[src/rtl/zld_xc_dec.sv]
// Zero run-length decoder: expands run tokens back into zero samples, passes literals through.
// Optional macro ZLD_ERR_EN enables the sticky o_err flag for zero-length run tokens.
module zld_xc_dec #(
  parameter int DW = 3,
  parameter int CW = 4
) (
  input  logic          clock,
  input  logic          reset,
  input  logic [CW:0]   i_d,
  input  logic          i_v,
  output logic          i_b,
  output logic [DW-1:0] o_d,
  output logic          o_v,
  input  logic          o_b,
  output logic          o_err,
  output logic          dbg_state
);

  typedef enum logic {S_START = 1'b0, S_ZEROS = 1'b1} state_t;

  state_t        state_q, state_d;
  logic [CW-1:0] rem_q, rem_d;
  logic [DW-1:0] o_d_q, o_d_d;
  logic          o_v_q, o_v_d;
  logic          err_q, err_d;

  logic          free;
  logic          take;
  logic [CW-1:0] run_n;

  // Handshake: a token moves when i_v && !i_b; a sample moves when o_v && !o_b.
  assign free  = !o_v_q || !o_b;
  assign i_b   = (state_q == S_ZEROS) || !free;
  assign take  = i_v && !i_b;
  assign run_n = i_d[CW-1:0];

  always_comb begin
    state_d = state_q;
    rem_d   = rem_q;
    o_d_d   = o_d_q;
    o_v_d   = o_v_q;
    err_d   = err_q;
    if (state_q == S_START) begin
      if (take) begin
        if (i_d[CW]) begin
          if (run_n == '0) begin
            o_v_d = 1'b0;
            err_d = 1'b1;
          end else begin
            o_d_d = '0;
            o_v_d = 1'b1;
            if (run_n >= CW'(2)) begin
              rem_d   = run_n - CW'(1);
              state_d = S_ZEROS;
            end
          end
        end else begin
          o_d_d = i_d[DW-1:0];
          o_v_d = 1'b1;
        end
      end else if (free) begin
        o_v_d = 1'b0;
      end
    end else if (free) begin
      o_d_d = '0;
      o_v_d = 1'b1;
      // rem is always >= 1 here; the guard keeps it from ever wrapping.
      if (rem_q != '0) rem_d = rem_q - CW'(1);
      if (rem_q <= CW'(1)) state_d = S_START;
    end
  end

  always_ff @(posedge clock) begin
    if (reset) begin
      state_q <= S_START;
      rem_q   <= '0;
      o_d_q   <= '0;
      o_v_q   <= 1'b0;
      err_q   <= 1'b0;
    end else begin
      state_q <= state_d;
      rem_q   <= rem_d;
      o_d_q   <= o_d_d;
      o_v_q   <= o_v_d;
      err_q   <= err_d;
    end
  end

  assign o_d       = o_d_q;
  assign o_v       = o_v_q;
  assign dbg_state = state_q;

`ifdef ZLD_ERR_EN
  assign o_err = err_q;
`else
  assign o_err = 1'b0;
`endif

endmodule

[config.mk]
export PLATFORM = sky130hd
export DESIGN_NAME = zld_xc_dec
export DESIGN_NICKNAME = d
export VERILOG_FILES = /design/src/rtl/zld_xc_dec.sv
export SDC_FILE = /design/constraint.sdc
export NUM_CORES = 1
export LEC_CHECK = 0
export BUFFER_PORTS_ARGS = -buffer_cell sky130_fd_sc_hd__buf_2
export CAP_MARGIN = 15
export CORE_MARGIN = 1
export CORE_UTILIZATION = 46
export CTS_CLUSTER_DIAMETER = 120
export DETAILED_ROUTE_END_ITERATION = 10
export PLACE_DENSITY = 0.72
export SETUP_SLACK_MARGIN = 0.1
export SYNTH_ARGS = -nofsm -noshare
export SYNTH_HDL_FRONTEND = slang
export SYNTH_SLANG_ARGS = --single-unit
[constraint.sdc]
create_clock -name clock -period 1.5 [get_ports clock]
set_clock_uncertainty 0.15 [all_clocks]
set_input_delay 0.225 -clock clock [delete_from_list [all_inputs] [get_ports clock]]
set_output_delay 0.225 -clock clock [all_outputs]
set_load 0.005 [all_outputs]
# Yosys cells after proc, flatten, opt, wreduce, memory -nomap -nowiden
# Cells that the tools add are included.
[word_totals] ff_bits=9 latchBits=0 ramBits=0 rom_bits=0 elab_cells=53 memories=0
[op_classes] n_addsub=2 multipliers=0 div_mod_pow=0 n_lt_le_gt_ge=2 n_eq_ne=4 shifts=0 muxes=25 bitwise_logic=0 n_reduce_logical=16
[ops] cell="$mux W4" n=7
[ops] cell="$mux W3" n=5
[ops] cell="$mux W1" n=13
[ops] cell="$reduce_bool A2 Y1" n=4
[ops] cell="$sub A4 B1 Y4 const B" n=2
[ops] cell="$reduce_and A6 Y1" n=1
[ops] cell="$ge A4 B2 Y1 const B" n=1
[ops] cell="$le A4 B1 Y1 const B" n=1
[ops] cell="$logic_not A1 Y1" n=4
[ops] cell="$logic_not A4 Y1" n=1
[ops] cell="$ne A2 B1 Y1 const B" n=2
[ops] cell="$reduce_bool A4 Y1" n=1
[ops] cell="$ne A3 B3 Y1 const B" n=1
[ops] cell="$reduce_and A3 Y1" n=1
[ops] cell="$logic_or A1 B1 Y1" n=2
[ops] cell="$ne A2 B2 Y1 const B" n=1
[ops] cell="$reduce_and A2 Y1" n=1
[ops] cell="$logic_and A1 B1 Y1" n=1

# Logic depth before layout (Yosys ltp)
[logic_depth] ltp_word=8 ltp_mapped=6

# Least setup slack after synthesis
# Ideal clock, no wire load.
[synth_path] kind="reg-to-reg" startpoint="register rem_q[0]" endpoint="register rem_q[0]" setup_time_ps=96 arrival_time_ps=1213 required_time_ps=1254 setup_slack_ps=41 stages_incl_launch_ff=6 path_cell_list="dfxtp_1 -> inv_1 -> ha_1 -> a31oi_4 -> nand2_2 -> o41ai_2"
[synth_via] elab_chain_len=4 word_cells_on_any_way=7 classes_between="add/sub: 1; eq/ne: 1; mux: 3; reduce/logical: 2"
[synth_rtl] item="start, declared" line_no="22" rtl="logic [CW-1:0] rem_q, rem_d;"
[synth_rtl] item="start signal, assigned" line_no="82" rtl="rem_q <= rem_d;"
[synth_rtl] item="$sub A4 B1 Y4" line_no="68" rtl="if (rem_q != '0) rem_d = rem_q - CW'(1);"
[synth_rtl] item="$mux W4" line_no="68"
[synth_rtl] item="$mux W4" line_no="64" rtl="end else if (free) begin"
[synth_rtl] item="$mux W4" line_no="43" rtl="if (state_q == S_START) begin"
# Several ways; a longest one is shown, not always the timed one. The select of a mux whose other input is x is not followed.
# A chain may end at the register's enable or synchronous reset.

# Final worst setup path
[layout_path] startpoint="register rem_q[1]" endpoint="register rem_q[0]"
[layout_via] elab_chain_len=3
[layout_rtl] item="$reduce_bool A4 Y1" line_no="68"
[layout_rtl] item="$ne A2 B1 Y1 (no line)"
[layout_rtl] item="$reduce_and A6 Y1 (no line)"
# No other way between the ends.

==> results.tsv <==
metric	value	unit
outcome	completed	
total global-route track usage	22.2	%
count of clock tree sinks	9	
maximum buffer depth of the clock tree	2	
Post-Layout Inst Area	958	um^2
Initial Util	51.6	%
Clk Tree Root Cell	clkbuf_4	
Synth Net Count	91	
1st-iter DRT viols	8	
# rows	13	
TritonCTS clock tree	yes	
floorplan die height	41.2	um
reg-to-reg startpoint	rem_q[1]	
number of storage elements in the synthesis netlist	9	
Max Fanout on Critical Path	4	
Tmin final	1.38	ns
synth-to-layout area growth	35.8	%
top cell type's share of synthesized area	25.5	%
via count	654	
Slowest Stage Delay on Critical Path	0.33	ns
final number of max-transition violations	0	
HP Class	primary input to register	
Layout fillers	124	
number of antenna violations at the first check in global routing	0	
count of pins on the block boundary	16	
register-to-register setup slack	0.12	ns
highest-count cells in the layout ignoring fill and taps	buf_2 (13), a21oi_1 (9), buf_4 (9)	
vias in the first global route	571	
Routed Antenna Nets	0	
NumNets Final	117	
final hold violation count	0	
Pwr Total	751	uW
total wire length	1640	um
sequential fraction of the synthesis area	25.5	%
clock slew seen by the registers of the worst setup and hold paths	0.06	ns
part of the cycle the worst path needs	91.9	%
Arrival @ worst endpoint	1.39	ns
number of CTS-inserted buffers	3	
routed wirelength normalized by instance count	13.9	um
Yosys cell types	39	
RSZ-0062 raised after global routing	true	
number of buffers inserted by hold repair at cts	0	
share of cells above drive strength 1	46.6	%
Worst setup EP type	register	
number of cells in the finished layout apart from fillers	118	
number of warnings reported in the yosys synthesis log	0	
largest net degree at the start of global routing	14	
mean area per synthesized cell	9.05	um^2
Cell Area, Synth	706	um^2
Leakage Power	0.413	nW
die area	1690	um^2
first-pass GRT wire length	2420	um
Residual DRC	0	
sum of negative setup slack	0	ns
number of cells on the worst reg-to-reg path	5	
Clk Latency, worst-skew pair	0.26	ns
count of input and output buffers	14	
critical path required time	1.51	ns
largest area contributor in the netlist	dfxtp_1	
ant diodes	0	
achievable clock frequency	726	MHz
post-detailed-placement cell area	830	um^2
Inst Count DP	110	
worst setup path startpoint	rem_q[1]	
setup slack after layout	0.122	ns
Worst Setup EP	rem_q[0]	
leading post-synthesis cells by cell area	dfxtp_1 (26%), ha_1 (7.1%), a21oi_1 (6.4%)	
vias per cell	5.54	
power per standard cell area	783	nW/um^2
overall overflow remaining after global route	0	
cells along the critical path	inv_2 > ha_4 > a31oi_4 > nand2_4 > o41ai_2	
worst hold start	reset	
width of the chip	41.2	um
peak supply drop	0.811	mV
dpl ws	-0.0780	ns
final core utilization	70.1	%
number of max-cap violations	0	
gate count of the mapped netlist	78	
number of search-and-repair iterations in the first detailed-routing pass	3	
crit path launch type	register	
Placer Congestion	0.845	
Final Setup Violations	0	
critical path class	register to register	
Worst Hold Margin	0.144	ns
Max stage delay cell, worst path	dfxtp_2	
total number of H-tree levels	1	
commonest non-fill, non-tap cell in the layout	buf_2	
terminus of the critical flop-to-flop path	rem_q[0]	
Detailed Place HPWL	1160	um
core area	1370	um^2
==> critical path: cells and delay by family, from the launching register on <==
kind / cells / cell delay (ns)
flip-flops: 1 / 0.33
AND/OR/NAND/NOR: 1 / 0.10
buffers and inverters: 1 / 0.05
AO/OA/AOI/OAI: 2 / 0.48
adder cells (fa/ha/maj): 1 / 0.17
==> worst min-delay path by stage <==
| stage | end | slack (ns) | cells past startpoint |
|---|---|---|---|
| finish | o_d[0] | 0.14 | 2 |
| global route | o_d[0] | 0.14 | 2 |
| CTS | o_d[1] | 0.13 | 2 |
| detailed placement | o_d[1] | 0.31 | 2 |
| global placement | o_d[1] | 0.31 | 2 |
| floorplan | o_v | 0.22 | 2 |
==> report_power, final <==
part / switching, mW / internal, mW / total [mW]
Clock: 0.0857 / 0.103 / 0.188
Combinational: 0.138 / 0.147 / 0.284
Sequential: 0.0167 / 0.261 / 0.278
Total: 0.240 / 0.511 / 0.751
==> flip-flops by register name, indices dropped and copies added, names as in the netlist <==
signal and count:
dbg_state 1, o_v 1, o_d 3, rem_q 4
==> final cells by class <==
class / instances / area [um^2] / area share [%]
multi-input cells: 60 / 513 / 53.5
repair buffers: 25 / 196 / 20.5
flip-flops and latches: 9 / 185 / 19.3
clock buffers: 4 / 26.3 / 2.74
inverters: 5 / 18.8 / 1.96
well taps: 15 / 18.8 / 1.96
==> synthesized netlist by cell type, drive strengths merged <==
cell type,instances
a211o,2
a21o,1
a21oi,10
a311o,1
a31oi,2
and2,1
buf,3
conb,1
dfxtp,9
dlymetal6s2s,1
ha,4
inv,5
mux2i,1
nand2,3
nand2b,3
nand3,1
nand3b,2
nand4,3
nand4bb,1
nor2,5
nor2b,2
nor3,2
nor3b,1
o2111ai,1
o21ai,5
o21bai,1
o22ai,1
o31ai,2
o41ai,2
xnor2,1
xor2,1
==> cells by family (layout without fill, tap and decap cells) <==
group                    after synthesis  in the layout  share of synthesized area [%]
AO/OA/AOI/OAI                         28             28                           31.6
adder cells (fa/ha/maj)                4              4                           7.09
buffers and inverters                  9             34                           7.80
XOR/XNOR                               2              2                           2.48
multiplexers                           1              1                           1.42
other                                  1              1                          0.531
AND/OR/NAND/NOR                       24             24                           23.6
flip-flops                             9              9                           25.5
==> what timing repair did <==
action                                  CTS  global route
endpoints found under the setup margin    2             3
pin swaps                                 1             5
gates resized for setup                   4             8
cloned                                    1             0
buffers inserted                          0             3
==> layer usage <==
metal | track usage, % | up-vias | wire length, um
li1 | - | 339 | -
met1 | 26.1 | 299 | 739
met2 | 39.1 | 16 | 835
met3 | 9.78 | 0 | 64
met4 | 0 | 0 | 0
met5 | 0 | - | 0
Note: power is estimated with default switching activity, not from simulation.
